File: src/rtl/serial_adder.sv
`default_nettype none
// ============================================================================
// Module      : serial_adder
// Description : Multi-cycle adder/subtractor, CHUNK bits per clock, LSB first.
// Revision    : 1.0 - initial release
// ============================================================================
module serial_adder #(
   parameter int WIDTH = 8,
   parameter int CHUNK = 1
) (
   input  logic             clk,
   input  logic             rst_n,
   input  logic             start,
   input  logic [WIDTH-1:0] A,
   input  logic [WIDTH-1:0] B,
   input  logic             Cin,
   input  logic             Sub,
   output logic             busy,
   output logic             done,
   output logic [WIDTH-1:0] S,
   output logic             Cout,
   output logic             Ovf
);

   localparam int              c_N    = WIDTH / CHUNK;
   localparam int              c_CW   = (c_N > 1) ? $clog2(c_N) : 1;
   localparam logic [c_CW-1:0] c_LAST = c_CW'(c_N - 1);
   localparam logic [c_CW-1:0] c_ONE  = c_CW'(1);

   typedef enum logic [1:0] {
      IDLE = 2'd0,
      RUN  = 2'd1,
      DONE = 2'd2
   } state_t;

   state_t            r_state;
   logic [WIDTH-1:0]  r_a;
   logic [WIDTH-1:0]  r_b;
   logic [WIDTH-1:0]  r_acc;
   logic              r_carry;
   logic [c_CW-1:0]   r_cnt;
   logic              r_armed;

   logic [CHUNK:0]    w_slice;
   logic              w_c_msb;
   logic [WIDTH-1:0]  w_acc_next;

   // Operands shift right each cycle, so the active slice is always the low CHUNK bits.
   assign w_slice    = {1'b0, r_a[CHUNK-1:0]} + {1'b0, r_b[CHUNK-1:0]}
                     + {{CHUNK{1'b0}}, r_carry};
   assign w_c_msb    = r_a[CHUNK-1] ^ r_b[CHUNK-1] ^ w_slice[CHUNK-1];
   assign w_acc_next = (r_acc >> CHUNK)
                     | (WIDTH'(w_slice[CHUNK-1:0]) << (WIDTH - CHUNK));

   // r_armed blocks a start on the edge that coincides with reset release.
   always_ff @(posedge clk or negedge rst_n) begin
      if (!rst_n) begin
         r_state <= IDLE;
         r_a     <= '0;
         r_b     <= '0;
         r_acc   <= '0;
         r_carry <= 1'b0;
         r_cnt   <= '0;
         r_armed <= 1'b0;
         busy    <= 1'b0;
         done    <= 1'b0;
         S       <= '0;
         Cout    <= 1'b0;
         Ovf     <= 1'b0;
      end else begin
         r_armed <= 1'b1;
         done    <= 1'b0;
         case (r_state)
            IDLE, DONE: begin
               if (start && r_armed) begin
                  r_a     <= A;
                  r_b     <= Sub ? ~B : B;
                  r_carry <= Sub ? 1'b1 : Cin;
                  r_cnt   <= '0;
                  r_acc   <= '0;
                  busy    <= 1'b1;
                  r_state <= RUN;
               end else begin
                  r_state <= IDLE;
               end
            end
            RUN: begin
               r_a     <= r_a >> CHUNK;
               r_b     <= r_b >> CHUNK;
               r_carry <= w_slice[CHUNK];
               r_acc   <= w_acc_next;
               r_cnt   <= r_cnt + c_ONE;
               if (r_cnt == c_LAST) begin
                  S       <= w_acc_next;
                  Cout    <= w_slice[CHUNK];
                  Ovf     <= w_c_msb ^ w_slice[CHUNK];
                  busy    <= 1'b0;
                  done    <= 1'b1;
                  r_state <= DONE;
               end
            end
            default: r_state <= IDLE;
         endcase
      end
   end

endmodule
`default_nettype wire

File: config.mk
export PLATFORM = sky130hd
export DESIGN_NAME = serial_adder
export DESIGN_NICKNAME = d
export VERILOG_FILES = /design/src/rtl/serial_adder.sv
export SDC_FILE = /design/constraint.sdc
export NUM_CORES = 1
export LEC_CHECK = 0
export ABC_CLOCK_PERIOD_IN_PS = 1900
export CAP_MARGIN = 40
export CORE_MARGIN = 2
export CORE_UTILIZATION = 45
export CTS_CLUSTER_DIAMETER = 30
export DETAILED_ROUTE_END_ITERATION = 10
export PLACE_DENSITY = 0.69
export SYNTH_ARGS = -nofsm -noshare
export SYNTH_HDL_FRONTEND = slang
export SYNTH_SLANG_ARGS = --single-unit
File: constraint.sdc
create_clock -name clk -period 1.9 [get_ports clk]
set_input_delay 0.57 -clock clk [delete_from_list [all_inputs] [get_ports clk]]
set_output_delay 0.57 -clock clk [all_outputs]
set_load 0.01 [all_outputs]
# Yosys cells after proc, flatten, opt, wreduce, memory -nomap -nowiden
# Index checks and enable logic that the tools add are counted.
# totals
elab_cells,52
inputBits,21
output_inout_bits,12
ff_bits,43
# classes
bitwise_logic,5
n_reduce_logical,7
n_mux,20
eq_ne,5
addsub,3
# ops
operator,n
$pmux W8 S2,3
$mux W8,4
$not A8 Y8,1
$or A7 B8 Y8,1
$mux W1,7
$pmux W3 S2,1
$ne A2 B2 Y1 const B,2
$pmux W1 S2,2
$pmux W2 S2,1
$reduce_and A2 Y1,2
$add A3 B1 Y3 const B,1
$eq A3 B3 Y1 const B,1
$mux W3,1
$reduce_and A3 Y1,1
$xor A1 B1 Y1,3
$add A1 B1 Y2,1
$add A2 B1 Y2,1
$eq A2 B1 Y1 const B,1
$eq A2 B2 Y1 const B,1
$logic_not A2 Y1,1
$mux W2,1
$reduce_bool A2 Y1,1
$reduce_or A2 Y1,1
$logic_and A1 B1 Y1,1

# Longest topological paths before layout
# Gate-level depths: netlist of the first run.
# depth
depth_word,4
mapped_depth,6
ltp_nobuf,5

# Worst setup path before layout of the first run
# OpenSTA, ideal clock, no wires.
# synth_path
kind,reg-to-reg
startpoint,reg r_a[0]
endpoint,reg Ovf
required_time_ps,1774
t_arrival_ps,1342
path_slack_ps,432
stages_incl_launch_ff,6
setup_time_ps,126
synth_period_minus_slack_ps,1468
n_path_buf,0
cell_sequence,dfrtp_1 inv_1 fa_1 xnor2_1 xnor2_1 o21ai_0
# synth_between
elab_chain_cells,4
word_cells_on_any_way,5
classes_between,2 x add/sub; 3 x bitwise
# synth_lines
element,line,source
from (decl),37,logic [WIDTH-1:0] r_a;
from (signal assigned),88,r_a <= r_a >> CHUNK;
$add A1 B1 Y2,49,"assign w_slice = {1'b0, r_a[CHUNK-1:0]} + {1'b0, r_b[CHUNK-1:0]}"
$add A2 B1 Y2,50,"+ {{CHUNK{1'b0}}, r_carry};"
$xor A1 B1 Y1,51,assign w_c_msb = r_a[CHUNK-1] ^ r_b[CHUNK-1] ^ w_slice[CHUNK-1];
$xor A1 B1 Y1 *,96,Ovf <= w_c_msb ^ w_slice[CHUNK];
to (signal assigned),96,
to (decl),22,output logic Ovf
# Every way passes the cells marked *; elsewhere a longest branch is shown, timed or not.
# A chain may end at the register's enable or synchronous reset.

# Worst setup path after layout of the first run
# layout_path
startpoint,reg S[4]
endpoint,out S[4]
# layout_lines
element,line,source
from (decl),20,"output logic [WIDTH-1:0] S,"
from (signal assigned),94,S <= w_acc_next;
# No word-level cell between the ends.

==> results of run 1 <==
==> power groups by stage <==
stage	registers [mW]	logic [mW]	clock network [mW]
final	1.58	1.49	0.573
after global routing	1.64	1.67	0.637
after CTS	1.58	1.51	0.591
after detailed placement	1.59	1.52	0
after global placement	1.58	1.45	0
after floorplan	1.55	1.09	0
==> Yosys cell counts (2+ instances only) <==
master,number
a211oi_1,8
a21oi_1,7
a221o_1,6
and3_1,7
buf_2,6
buf_4,2
buf_6,5
dfrtp_1,42
ha_1,2
inv_1,5
mux2_2,7
mux2i_1,8
nand2_1,25
nand3_1,12
nor2_1,7
o21ai_0,6
o21ai_1,2
xnor2_1,10
==> registers in the layout (all words and copies together), names as in the netlist <==
signal   cells
Cout         1
Ovf          1
S            8
busy         1
done         1
r_a          8
r_acc        7
r_armed      1
r_b          8
r_carry      1
r_cnt        3
r_state      2
==> layer usage <==
metal	vias to the layer above	part of all wire, %	track usage [%]
met5	-	0	0
met2	33	49	27.15
met1	656	45	20.47
li1	687	-	-
met4	0	1.7	5.769
met3	8	4.7	4.906
==> metrics by stage <==
step / worst slack [ns] / hold WS, ns / cells / utilization (%) / power (mW)
finish: 0.1282 / 0.1668 / 267 / 56.41 / 3.645
global route: 0.07384 / 0.1794 / 267 / 56.41 / 3.940
CTS: 0.1163 / 0.1724 / 267 / 56.41 / 3.690
detailed placement: 0.03999 / 0.4708 / 259 / 54.31 / 3.111
global placement: 0.06650 / 0.4584 / 259 / 54.31 / 3.028
floorplan: 0.4323 / 0.2744 / 178 / - / 2.634
==> layout make-up <==
| type | count | area share (%) |
|---|---|---|
| Sequential cell | 42 | 43.39 |
| Multi-Input combinational cell | 118 | 33.32 |
| Timing Repair Buffer | 42 | 16.12 |
| Clock buffer | 5 | 2.841 |
| Tap cell | 52 | 2.686 |
| Clock inverter | 3 | 0.8781 |
| Inverter | 5 | 0.7748 |
==> cells by family after synthesis <==
kind of cell             after synthesis  synth area share, %
AND/OR/NAND/NOR                       57                14.42
flip-flops                            42                53.13
AO/OA/AOI/OAI                         30                10.25
buffers and inverters                 18                6.072
multiplexers                          16                8.792
XOR/XNOR                              11                4.870
adder cells (fa/ha/maj)                3                2.277
other                                  1               0.1896
==> worst paths after layout <==
path | startpoint | endpoint
setup / recovery | S[4]$_DFFE_PN0P_ | S[4]
hold / removal | rst_n | busy$_DFFE_PN0P_
setup reg to reg | r_a[0]$_DFFE_PN0P_ | Ovf$_DFFE_PN0P_
hold reg to reg | busy$_DFFE_PN0P_ | busy$_DFFE_PN0P_
max in group asynchronous | rst_n | Cout$_DFFE_PN0P_
min in group clk | busy$_DFFE_PN0P_ | busy$_DFFE_PN0P_
==> results.ini, run 1 <==
[sta]
min_period_over_period_pct = 93.25
rsz0062_at_grt = false
final-hold-violation-count = 0
slew_violations = 0
fmax_mhz = 564.4
fin_crit_ns = 1.772
setup-violations-final = 0
skew_ns = 0.01039
tns_ns = 0

[power]
pwr-share-comb_pct = 40.8
leakage_nw = 1.118
cellPowerDensity_nw_per_um2 = 1505
p_int_mw = 2.350
peakVddDrop_v = 0.0005443
p_clk_share_pct = 15.7
swShare_pct = 35.53
p_switching_mw = 1.295
seq_power_share_pct = 43.4

[critical_path]
crit_arrival_ns = 1.20
startpoint_type = register
worst_path_max_delay_cell = clkdlybuf4s50_1
cp.depth = 1
required_ns = 1.33
reg2regPathDepth = 5
cpPeakStageDelay_ns = 0.54
r2r_setup_slack_ns = 0.32
endpoint_kind = primary output
path_class = reg2out
crit_chain = clkdlybuf4s50_1
crit_fanout = 2
critPathBufInv = 1
critical-path-top-delay-family = buffers and inverters

[synthesis]
syn_nets = 202
synth.area.top_cells = dfrtp_1 (53%), nand2_1 (4.7%), xnor2_1 (4.4%)
ys.flop_type = dfrtp_1
synthCells = 178
synth_largest_area_cell = dfrtp_1
ys_seq_elements = 42
yosysSeqAreaShare_pct = 53.13
synth_edf_count = 0
yosys_warnings = 0
ys_types = 29
ys_async_sr_fraction_pct = 100.0
synth_area_sq_um = 1978
avgSynthCellArea_sq_um = 11.11
yosysTopAreaCellShare_pct = 53.13

[clock_tree]
numCtsBuffers = 5
root_buffer = clkbuf_8
ctsHtreeMaxLevel = 2
cts_tree = done
cts_buffer_depth = 2
ctsHoldBuffers = 0
path_clk_slew_ns = 0.09
cts.repair.resized = 0
clock_sink_count = 42
clock_latency_ns = 0.30
cts_setup_buffers = 0

[route]
drt-initial-drc-count = 96
drt.antenna.violating_nets = 0
viasPerCell = 5.184
wl_mm = 3.662
drc_errors = 0
wl_per_cell_um = 13.72
first_pass_iters = 4
vias = 1384

[run_status]
outcome = completed

[die]
die_h_um = 70.30
rows = 24
dieArea_sq_um = 4942
core_area_sq_um = 4294
initial_core_util_pct = 46.07
ios = 33
fp.dieW_um = 70.30

[job]
cap_violations = 0

[finish]
register_area_sq_um = 1051
most-common-layout-cells = dfrtp_1 (42), clkdlybuf4s50_1 (31), nand2_1 (25)
fin_area_sq_um = 2422
syn2layout_area_growth_pct = 22.45
drive_gt1_share_pct = 13.95
fill_cells = 379
layout_commonest_cell = dfrtp_1
nNetsFinal = 238
antennaDiodeCount = 0
multi_input_area_sq_um = 807.0

[min_path]
worstHoldPathType = in2async

[placement]
portBuffers = 32
place.gp.congestion = 0.8074
place_area_sq_um = 2332
hpwlAfterDp_mm = 2.699

[global_routing]
grt_use_total_pct = 16.45
grt_overflow_total = 0
grt_max_degree = 17
antenna_found_initial = 0
grt_pass1_vias = 1419
grt_pass1_wl_mm = 6.423

(Power assumes the default switching activity.)
==> inputs of run 2 (changes only) <==
--- a/config.mk
+++ b/config.mk
@@ -8,10 +8,10 @@
 export ABC_CLOCK_PERIOD_IN_PS = 1900
 export CAP_MARGIN = 40
 export CORE_MARGIN = 2
-export CORE_UTILIZATION = 45
+export CORE_UTILIZATION = 47
 export CTS_CLUSTER_DIAMETER = 30
 export DETAILED_ROUTE_END_ITERATION = 10
-export PLACE_DENSITY = 0.69
+export PLACE_DENSITY = 0.72
 export SYNTH_ARGS = -nofsm -noshare
 export SYNTH_HDL_FRONTEND = slang
 export SYNTH_SLANG_ARGS = --single-unit
==> results.ini, run 2 (synthesized netlist as in run 1, its figures left out) <==
[run_status]
outcome = completed

[min_path]
worstHoldPathType = in2async

[clock_tree]
cts_buffer_depth = 2
path_clk_slew_ns = 0.08
cts_tree = done
ctsHtreeMaxLevel = 2
cts.repair.resized = 0
ctsHoldBuffers = 0
clock_sink_count = 42
numCtsBuffers = 5
root_buffer = clkbuf_8
cts_setup_buffers = 0
clock_latency_ns = 0.29

[finish]
antennaDiodeCount = 0
layout_commonest_cell = dfrtp_1
drive_gt1_share_pct = 14.29
instances_no_fill = 267
most-common-layout-cells = dfrtp_1 (42), clkdlybuf4s50_1 (31), nand2_1 (25)
nNetsFinal = 240
syn2layout_area_growth_pct = 23.15
largestRegisters = S x8, r_a x8, r_b x8

[sta]
fin_crit_ns = 1.764
rsz0062_at_grt = false
fmax_mhz = 567.0
skew_ns = 0.003376
tns_ns = 0
final-hold-violation-count = 0
setup-violations-final = 0
slew_violations = 0
min_period_over_period_pct = 92.83

[critical_path]
reg2regPathDepth = 5
crit_chain = clkdlybuf4s50_1
worst_path_max_delay_cell = clkdlybuf4s50_1
endpoint_kind = primary output
startpoint_type = register
r2r_setup_slack_ns = 0.34
cpPeakStageDelay_ns = 0.54
critical-path-top-delay-family = buffers and inverters
required_ns = 1.33
r2r_start = r_a[0]$_DFFE_PN0P_
r2r_end = Ovf$_DFFE_PN0P_
path_class = reg2out
critPathBufInv = 1
crit_fanout = 2
crit_arrival_ns = 1.19

[route]
vias = 1411
first_pass_iters = 4
wl_mm = 3.726
viasPerCell = 5.285
drt-initial-drc-count = 120
wl_per_cell_um = 13.96
drt.antenna.violating_nets = 0
drc_errors = 0

[global_routing]
grt_use_total_pct = 18.33
grt_pass1_wl_mm = 6.341
antenna_found_initial = 0
grt_pass1_vias = 1437
grt_overflow_total = 0
grt_max_degree = 20

[die]
fp.dieW_um = 68.88
core_area_sq_um = 4029
rows = 23
ios = 33
dieArea_sq_um = 4744
die_h_um = 68.88
initial_core_util_pct = 49.10

[placement]
place.gp.congestion = 0.8560
hpwlAfterDp_mm = 2.825
portBuffers = 32
dp_cells = 259

[power]
cellPowerDensity_nw_per_um2 = 1523
peakVddDrop_v = 0.0006023
leakage_nw = 1.132

[job]
cap_violations = 0

==> run 2: cell types whose count changed in the layout (fill, tap and decap cells not counted), sizes merged <==
cell / previous run / this run
buf: 11 / 13
clkbuf: 5 / 7
clkinv: 2 / 1
clkinvlp: 1 / 0
==> run 2: worst max path at each step <==
stage,start,endpoint,slack (ns),cells past startpoint
4_1_cts,S[0]$_DFFE_PN0P_,S[0],0.14,1
6_report,S[0]$_DFFE_PN0P_,S[0],0.14,1
3_3_place_gp,start,r_b[1]$_DFFE_PN0P_,0.06,4
2_1_floorplan,r_a[0]$_DFFE_PN0P_,Ovf$_DFFE_PN0P_,0.43,5
3_5_place_dp,start,r_b[5]$_DFFE_PN0P_,0.007,4
5_1_grt,S[7]$_DFFE_PN0P_,S[7],0.1,1
==> run 2: per-stage QoR <==
step	area (sq um)	util, %	power, mW	worst slack [ns]	hold WS, ns
after floorplan	1978	-	2.634	0.4323	0.2744
after global placement	2345	58.20	3.058	0.06276	0.4637
after detailed placement	2345	58.20	3.163	0.006662	0.4721
after CTS	2436	60.47	3.742	0.1372	0.2140
after global routing	2436	60.47	3.993	0.09853	0.2323
final	2436	60.47	3.709	0.1363	0.2052
==> run 2: power breakdown <==
part	switching, mW	internal, mW	leakage [nW]	total [mW]
Clock	0.294	0.293	0.0482	0.587
Combinational	0.725	0.839	0.567	1.56
Sequential	0.274	1.28	0.517	1.56
==> run 2: per-layer routing <==
| layer | global-route usage, % | vias up | wire length, um |
|---|---|---|---|
| met3 | 3.896 | 6 | 213 |
| met4 | 8.824 | 0 | 53 |
| met1 | 22.74 | 660 | 1591 |
| met2 | 30.41 | 61 | 1868 |
| li1 | - | 684 | - |
| met5 | 0 | - | 0 |
==> run 2: area by class of cell <==
type | instances | area (sq um)
multi-input cells | 118 | 807.0
inverters | 5 | 18.77
flip-flops and latches | 42 | 1051
fillers | 349 | 1593
repair buffers | 44 | 405.4
well taps | 50 | 62.56
clock inverters | 1 | 5.005
clock buffers | 7 | 86.33
==> inputs of run 3 (changes only) <==
--- a/config.mk
+++ b/config.mk
@@ -11,7 +11,7 @@
 export CORE_UTILIZATION = 47
 export CTS_CLUSTER_DIAMETER = 30
 export DETAILED_ROUTE_END_ITERATION = 10
-export PLACE_DENSITY = 0.72
+export PLACE_DENSITY_LB_ADDON = 0.1
 export SYNTH_ARGS = -nofsm -noshare
 export SYNTH_HDL_FRONTEND = slang
 export SYNTH_SLANG_ARGS = --single-unit
==> results.ini, run 3 (synthesized netlist as in run 1, its figures left out) <==
[run_status]
outcome = completed

[route]
vias = 1360
wl_mm = 3.491
viasPerCell = 5.132
drc_errors = 0
first_pass_iters = 4
drt-initial-drc-count = 88
drt.antenna.violating_nets = 0
wl_per_cell_um = 13.17

[finish]
fin_area_sq_um = 2426
antennaDiodeCount = 0
final_util_pct = 60.22
layout_commonest_cell = dfrtp_1
nNetsFinal = 239
most-common-layout-cells = dfrtp_1 (42), clkdlybuf4s50_1 (31), nand2_1 (25)
drive_gt1_share_pct = 13.02
syn2layout_area_growth_pct = 22.64
largestRegisters = S x8, r_a x8, r_b x8

[sta]
slew_violations = 0
skew_ns = 0.006145
fmax_mhz = 574.4
final-hold-violation-count = 0
min_period_over_period_pct = 91.62
setup-violations-final = 0
rsz0062_at_grt = false
worstMarginPinSlew_ns = 0.5073
setup_slack_ns = 0.1592
relSlewSlack_pct = 66.18
fin_crit_ns = 1.741

[critical_path]
path_class = reg2out
cpPeakStageDelay_ns = 0.53
r2r_setup_slack_ns = 0.32
critical-path-top-delay-family = buffers and inverters
startpoint_type = register
crit_chain = clkdlybuf4s50_1
reg2regPathDepth = 5
critPathBufInv = 1
crit_fanout = 2
endpoint_kind = primary output
required_ns = 1.33
crit_arrival_ns = 1.17
r2r_start = r_a[0]$_DFFE_PN0P_
r2r_end = Ovf$_DFFE_PN0P_
worst_path_max_delay_cell = clkdlybuf4s50_1

[clock_tree]
cts_setup_buffers = 0
clock_sink_count = 42
numCtsBuffers = 5
clock_latency_ns = 0.29
cts_buffer_depth = 2
ctsHoldBuffers = 0
ctsHtreeMaxLevel = 2
root_buffer = clkbuf_8
path_clk_slew_ns = 0.07
cts_tree = done
cts.repair.resized = 0

[power]
power_mw = 3.615
cellPowerDensity_nw_per_um2 = 1490
peakVddDrop_v = 0.0006878
leakage_nw = 1.123

[job]
cap_violations = 0

[global_routing]
grt_overflow_total = 0
grt_max_degree = 26
grt_pass1_vias = 1284
grt_use_total_pct = 17.74
antenna_found_initial = 0
grt_pass1_wl_mm = 6.106

[die]
core_area_sq_um = 4029
dieArea_sq_um = 4744
fp.dieW_um = 68.88
die_h_um = 68.88
rows = 23
initial_core_util_pct = 49.10
ios = 33

[placement]
portBuffers = 32
hpwlAfterDp_mm = 2.570
place_area_sq_um = 2350
place_ws_ns = -0.006428
place.gp.congestion = 0.7403

[min_path]
worstHoldPathType = in2async

-- run 3: cell types whose count changed in the layout (fill, tap and decap cells not counted), sizes merged --
cell / before / now
clkinv: 1 / 0
buf: 13 / 12
-- run 3: cell type report --
cell class / instances / area [sq um]
Multi-Input combinational cell: 118 / 807.0
Fill cell: 349 / 1603
Timing Repair Buffer: 43 / 410.4
Tap cell: 50 / 62.56
Inverter: 5 / 18.77
Sequential cell: 42 / 1051
Clock buffer: 7 / 76.32
-- run 3: worst register-to-register path, delay by kind of cell, from the launching register on --
family          cells  cell delay, ns
fa+ha+maj           1            0.60
flops               1            0.42
xor+xnor            2            0.28
buf+inv             1            0.08
compound gates      1            0.08
-- run 3: metrics by stage --
| step | instances | setup TNS, ns | hold slack (ns) |
|---|---|---|---|
| after floorplan | 178 | 0 | 0.2744 |
| after global placement | 258 | 0 | 0.4632 |
| after detailed placement | 258 | -0.006428 | 0.4658 |
| after CTS | 265 | 0 | 0.2216 |
| after global routing | 265 | 0 | 0.2293 |
| final | 265 | 0 | 0.2127 |
-- run 3: layer usage --
layer  global-route usage [%]  up-vias  wire [um]
li1                         -      686          -
met1                    24.42      639       1657
met2                    27.40       28       1643
met3                    4.545        7        144
met4                    5.882        0         46
met5                        0        -          0
-- run 3: how the worst max path moves through the flow --
stage	from	end	slack, ns	cells past startpoint
after floorplan	r_a[0]$_DFFE_PN0P_	Ovf$_DFFE_PN0P_	0.43	5
after global placement	start	r_b[6]$_DFFE_PN0P_	0.08	4
after detailed placement	start	r_a[4]$_DFFE_PN0P_	-0.006	4
after CTS	S[6]$_DFFE_PN0P_	S[6]	0.14	1
after global routing	S[3]$_DFFE_PN0P_	S[3]	0.1	1
final	S[3]$_DFFE_PN0P_	S[3]	0.16	1
-- run 3: power by group --
part           internal [mW]  total, mW  leakage [nW]  switching [mW]
Combinational          0.829       1.51         0.568           0.678
Clock                  0.253      0.533        0.0383           0.279
Sequential              1.28       1.58         0.517           0.291
Total                   2.37       3.62          1.12            1.25
==> RTL change 1: new RTL, config.mk and constraints of run 2 <==
Make the reset (`rst_n`) synchronous in one clocked block.
--- a/src/rtl/serial_adder.sv
+++ b/src/rtl/serial_adder.sv
@@ -53,7 +53,7 @@
                      | (WIDTH'(w_slice[CHUNK-1:0]) << (WIDTH - CHUNK));
 
    // r_armed blocks a start on the edge that coincides with reset release.
-   always_ff @(posedge clk or negedge rst_n) begin
+   always_ff @(posedge clk) begin
       if (!rst_n) begin
          r_state <= IDLE;
          r_a     <= '0;
Function: differs if rst_n is asserted again (counterexample within 4 cycles, from zero or initial values and one cycle with rst_n low); with rst_n held inactive, the same outputs for 10 cycles.
==> RTL change 1 against run 2 <==
Worst setup slack improved by 0.020 ns. Area after synthesis fell by 7.8%. Count of clock-buffer cells in the layout did not move. Sequential cell count did not move. Cell area fell by 6.9%. Routed wire length fell by 2.2%. Sequential share of layout area fell by 6.1 points.
Power is not compared: it rests on default switching activity, and its combinational part moved more than twofold at a synthesized area within 25%.
==> RTL change 1: results (changes against run 2) <==
| Metric | Value |
|---|---|
| Synth top area cells | dfxtp_1 (46%), a21boi_0 (7.8%), nand2_1 (6.6%), nand3_1 (5.8%), a22oi_1 (4.5%) (was dfrtp_1 (53%), nand2_1 (4.7%), xnor2_1 (4.4%), mux2i_1 (4.0%), mux2_2 (4.0%)) |
| VDD IR max | 0.5000 mV |
| Critical path endpoint | Ovf (was S[0]) |
| Vias per cell | 5.368 (was 5.285) |
| Power per Cell Area | 743.0 mW/mm² |
| R2r endpoint | Ovf$_SDFFE_PN0P_ (was Ovf$_DFFE_PN0P_) |
| Vias in the first global route | 1,447 (was 1,437) |
| Synth unique cells | 30 (was 29) |
| Final WL | 3.643 mm (was 3.726 mm) |
| CTS Buf Count | 5 (unchanged) |
| DR pass1 iterations | 4 (unchanged) |
| R2R Path Start | r_a[0]$_SDFFE_PN0P_ (was r_a[0]$_DFFE_PN0P_) |
| Total GRT Usage | 18.75% (was 18.33%) |
| Status | complete, no violations (unchanged) |
| Wire length per cell | 13.15 µm (was 13.96 µm) |
| Synth warn | 0 (unchanged) |
| Top post-synthesis cells by count | dfxtp_1 (42), nand2_1 (32), nand3_1 (21) (was dfrtp_1 (42), nand2_1 (25), nand3_1 (12)) |
| Port Buffers | 32 (unchanged) |
| Setup Fix Bufs, Post-CTS | 0 (unchanged) |
| Clock root buffer | clkbuf_8 (unchanged) |
| R2R Setup Slk | 0.36 ns (was 0.34 ns) |
| First-pass GRT wire length | 6.230 mm (was 6.341 mm) |
| Final Wtd Congestion | 0.7423 (was 0.8560) |
| Sw frac | 23.97% |
| Post-Synthesis Cells | 200 (was 178) |
| Clock Skew | 0.003205 ns (was 0.003376 ns) |
| CP Launch Type | flop (unchanged) |
| Leakage | 0.8268 nW |
| Mapped Nets | 224 (was 202) |
| Gr ovfl total | 0 (unchanged) |
| Clock-pin slew on the worst setup and hold paths | 0.07 ns |
| Worst Hold Class | flop to flop (was input port to async pin) |
| Async SR Flop Fraction | 0% (was 100.0%) |
| Synth Flop Type | dfxtp_1 (was dfrtp_1) |
| Layout Nets | 253 (was 240) |
| Max incr delay on CP | 0.55 ns |
| Post-CTS resize count | 0 (unchanged) |
| Sequential area share after synthesis | 46.09% (was 53.13%) |
| Antenna violations before repair | 0 (unchanged) |
| Drt initial violations | 53 (was 120) |
| Critical-path top delay cell | clkdlybuf4s50_1 (unchanged) |
| Dpl hpwl | 2.487 mm (was 2.825 mm) |
| Latest clock arrival within the worst-skew pair | 0.29 ns (about the same) |
| Cells after DPL | 270 (was 259) |
| Max transition margin | 65.76% |
| Longest Clk Path Bufs | 2 (unchanged) |
| Htree depth | 2 (unchanged) |
| Arrival time at the worst endpoint | 1.17 ns (was 1.19 ns) |
| Antenna cells | 0 (unchanged) |
| Worst-case reg-to-reg path depth | 5 (unchanged) |
| Worst Setup SP | Ovf$_SDFFE_PN0P_ (was S[0]$_DFFE_PN0P_) |
| Share of post-route cells with drive strength above 1 | 6.114% (was 14.29%) |
| Largest net degree at the start of global routing | 43 (was 20) |
[RTL change 1: per-layer routing]
metal / share of wire, % / routed length (µm) / up-vias / global-route usage (%)
met2: 50 / 1804 / 30 / 33.00
met4: 1.5 / 53 / 0 / 10.46
met5: 0 / 0 / - / 0
met1: 44 / 1615 / 707 / 20.44
met3: 4.7 / 171 / 5 / 4.429
li1: - / - / 745 / -
[RTL change 1: power by group through the flow]
| stage | clock network (mW) | logic (mW) | registers, mW |
|---|---|---|---|
| 6_report | 0.530 | 0.225 | 0.930 |
| 5_1_grt | 0.591 | 0.248 | 0.933 |
| 4_1_cts | 0.550 | 0.227 | 0.929 |
| 3_5_place_dp | 0 | 0.227 | 0.949 |
| 3_3_place_gp | 0 | 0.216 | 0.948 |
| 2_1_floorplan | 0 | 0.141 | 0.945 |
[RTL change 1: worst min-delay path, stage by stage, from the launching register on]
cell and delay [ns]:
dfxtp_1 0.31, nand2_1 0.04, a21boi_0 0.06
[RTL change 1: worst min path at each step]
stage,start,end,slack (ns),depth (start not counted)
finish,S[3]$_SDFFE_PN0P_,S[3]$_SDFFE_PN0P_,0.46,2
global route,r_acc[6]$_SDFFE_PN0P_,r_acc[5]$_SDFFE_PN0P_,0.49,2
CTS,S[5]$_SDFFE_PN0P_,S[5]$_SDFFE_PN0P_,0.47,2
detailed placement,S[5]$_SDFFE_PN0P_,S[5]$_SDFFE_PN0P_,0.46,2
global placement,S[2]$_SDFFE_PN0P_,S[2]$_SDFFE_PN0P_,0.45,2
floorplan,r_acc[7]$_SDFFE_PN0P_,r_acc[6]$_SDFFE_PN0P_,0.44,2
[RTL change 1: cells by family (layout without fill, tap and decap cells)]
group                      after synthesis  in the layout  share of synthesized area [%]
and+or+nand+nor                         69             69                          18.24
AOI/OAI and AO/OA                       55             55                          21.67
DFF                                     42             42                          46.09
buffers and inverters                   20             49                          6.241
xor gates and xnor gates                11             11                          5.282
adders and majority gates                3              3                          2.469
[RTL change 1: per-stage QoR]
stage               worst slack [ns]  area (µm²)  hold slack, ns
floorplan                     0.4701        1824          0.4395
global placement             0.07772        2192          0.4483
detailed placement          0.008241        2192          0.4566
CTS                           0.1409        2268          0.4668
global route                  0.1208        2268          0.4880
finish                        0.1567        2268          0.4621
[RTL change 1: layout make-up]
cell class / instances / area (µm²)
clock buffers: 7 / 76.32
fillers: 350 / 1420
inverters: 3 / 11.26
multi-input cells: 138 / 869.6
flip-flops and latches: 42 / 840.8
well taps: 48 / 60.06
repair buffers: 39 / 410.4
==> RTL change 2: new RTL, flow settings as in run 2 <==
Without the edit above. Change the parameter `WIDTH` from 8 to 16.
--- a/src/rtl/serial_adder.sv
+++ b/src/rtl/serial_adder.sv
@@ -5,7 +5,7 @@
 // Revision    : 1.0 - initial release
 // ============================================================================
 module serial_adder #(
-   parameter int WIDTH = 8,
+   parameter int WIDTH = 16,
    parameter int CHUNK = 1
 ) (
    input  logic             clk,
Ports: changed (resized A, B and S); port bits go from 33 to 57. The function was not compared with the original's and may differ.
==> RTL change 2 against run 2 <==
Area after synthesis grew 68%. Critical path depth is the same. Total power grew 76%. Worst hold slack lost 0.043 ns. Worst setup slack lost 0.053 ns. Sequential cell count grew 33. Count of clock-buffer cells in the layout grew 3. Routed wire length grew 65%. Cell area grew 75%. Synthesized cell count grew 61%. Critical path type unchanged. Largest power group unchanged.
==> RTL change 2: results (changes against run 2) <==
| Metric | Value |
|---|---|
| Share of post-route cells with drive strength above 1 | 13.54% (was 14.29%) |
| Dpl cell area | 0.003985 mm² (was 0.002345 mm²) |
| Total GRT Usage | 17.97% (was 18.33%) |
| Dpl hpwl | 4.004 mm (was 2.825 mm) |
| Arrival time at the worst endpoint | 1.25 ns (was 1.19 ns) |
| Largest net degree at the start of global routing | 51 (was 20) |
| Status | complete, no violations (unchanged) |
| Synth Area in XOR/XNOR | 5.006% (was 4.870%) |
| Compound-cell area share of the yosys netlist | 9.070% (was 10.25%) |
| Layout Nets | 381 (was 240) |
| Antenna cells | 0 (unchanged) |
| DR pass1 iterations | 5 (was 4) |
| Synth top area cells | dfrtp_1 (56%), mux2_4 (8.1%), nand2_1 (5.6%), nand3_1 (5.1%), a221o_1 (4.8%) (was dfrtp_1 (53%), nand2_1 (4.7%), xnor2_1 (4.4%), mux2i_1 (4.0%), mux2_2 (4.0%)) |
| Top post-synthesis cells by count | dfrtp_1 (75), nand2_1 (50), nand3_1 (34) (was dfrtp_1 (42), nand2_1 (25), nand3_1 (12)) |
| Mapped Nets | 326 (was 202) |
| Wire length per cell | 13.86 µm (was 13.96 µm) |
| Port Buffers | 56 (was 32) |
| Leakage | 1.987 nW (was 1.132 nW) |
| VDD IR max | 0.6956 mV (was 0.6023 mV) |
| Fraction of the mapped netlist area in adder cells | 0.9785% (was 2.277%) |
| Htree depth | 3 (was 2) |
| Synth unique cells | 32 (was 29) |
| Vias in the first global route | 2,180 (was 1,437) |
| Clock Skew | 0.005447 ns (was 0.003376 ns) |
| Final Wtd Congestion | 0.7533 (was 0.8560) |
| Largest regs | S x16, r_a x16, r_b x16 (was S x8, r_a x8, r_b x8) |
| Drt initial violations | 106 (was 120) |
| Latest clock arrival within the worst-skew pair | 0.34 ns (was 0.29 ns) |
| Sequential area share after synthesis | 56.45% (was 53.13%) |
| Mux cell area share after synthesis | 8.431% (was 8.792%) |
| CTS Buf Count | 9 (was 5) |
| Vias post-DR | 2,330 (was 1,411) |
## RTL change 2: kinds of logic (layout without fill, tap and decap cells)
family                   Yosys count  after routing
adder cells (fa/ha/maj)            2              2
AO/OA/AOI/OAI                     36             36
other                              1              1
flip-flops                        75             75
multiplexers                      19             19
AND/OR/NAND/NOR                  112            112
buffers and inverters             23             83
XOR/XNOR                          19             19
## RTL change 2: what timing repair did
item                                   in CTS  in global routing
hold buffers                                0                  0
endpoints found under the hold margin       0                  0
resized for setup                           0                  1
setup endpoints to repair                   0                  1
## RTL change 2: worst paths after layout
kind | depth (start not counted) | start | slack [ns] | to
min in group clk | 2 | r_acc[2]$_DFFE_PN0P_ | 0.50 | r_acc[1]$_DFFE_PN0P_
hold / removal | 1 | rst_n | 0.16 | r_acc[10]$_DFFE_PN0P_
setup / recovery | 1 | Ovf$_DFFE_PN0P_ | 0.08 | Ovf
max in group asynchronous | 2 | rst_n | 1.23 | r_a[1]$_DFFE_PN0P_
setup reg to reg | 4 | r_a[0]$_DFFE_PN0P_ | 0.23 | Ovf$_DFFE_PN0P_
hold reg to reg | 2 | r_acc[2]$_DFFE_PN0P_ | 0.50 | r_acc[1]$_DFFE_PN0P_
## RTL change 2: per-stage QoR
stage               cells  worst slack [ns]  hold WS, ns
finish                443           0.08292       0.1626
global route          443           0.01859       0.1712
CTS                   443           0.02306       0.1524
detailed placement    427           0.02949       0.4825
global placement      427           0.06810       0.4790
floorplan             287            0.2941       0.2744
## RTL change 2: where the power goes
group	switching (mW)	internal (mW)
registers	0.453	2.25
clock network	0.586	1.01
logic	0.987	1.23
total	2.03	4.49
## RTL change 2: area by class of cell
| cell class | instances | area [µm²] |
|---|---|---|
| Fill cell | 542 | 2580 |
| Clock inverter | 6 | 136.4 |
| Multi-Input combinational cell | 189 | 1301 |
| Clock buffer | 10 | 127.6 |
| Inverter | 1 | 3.754 |
| Timing Repair Buffer | 66 | 685.7 |
| Tap cell | 96 | 120.1 |
| Sequential cell | 75 | 1877 |
## RTL change 2: metal layers
metal,up-vias,part of all wire (%),wire length (µm),GRT usage [%]
met1,1131,45,2736,24.28
met3,11,5.7,352,6.221
met2,75,48,2952,26.93
li1,1113,-,-,-
met5,-,0,0,0
met4,0,1.6,97,6.887
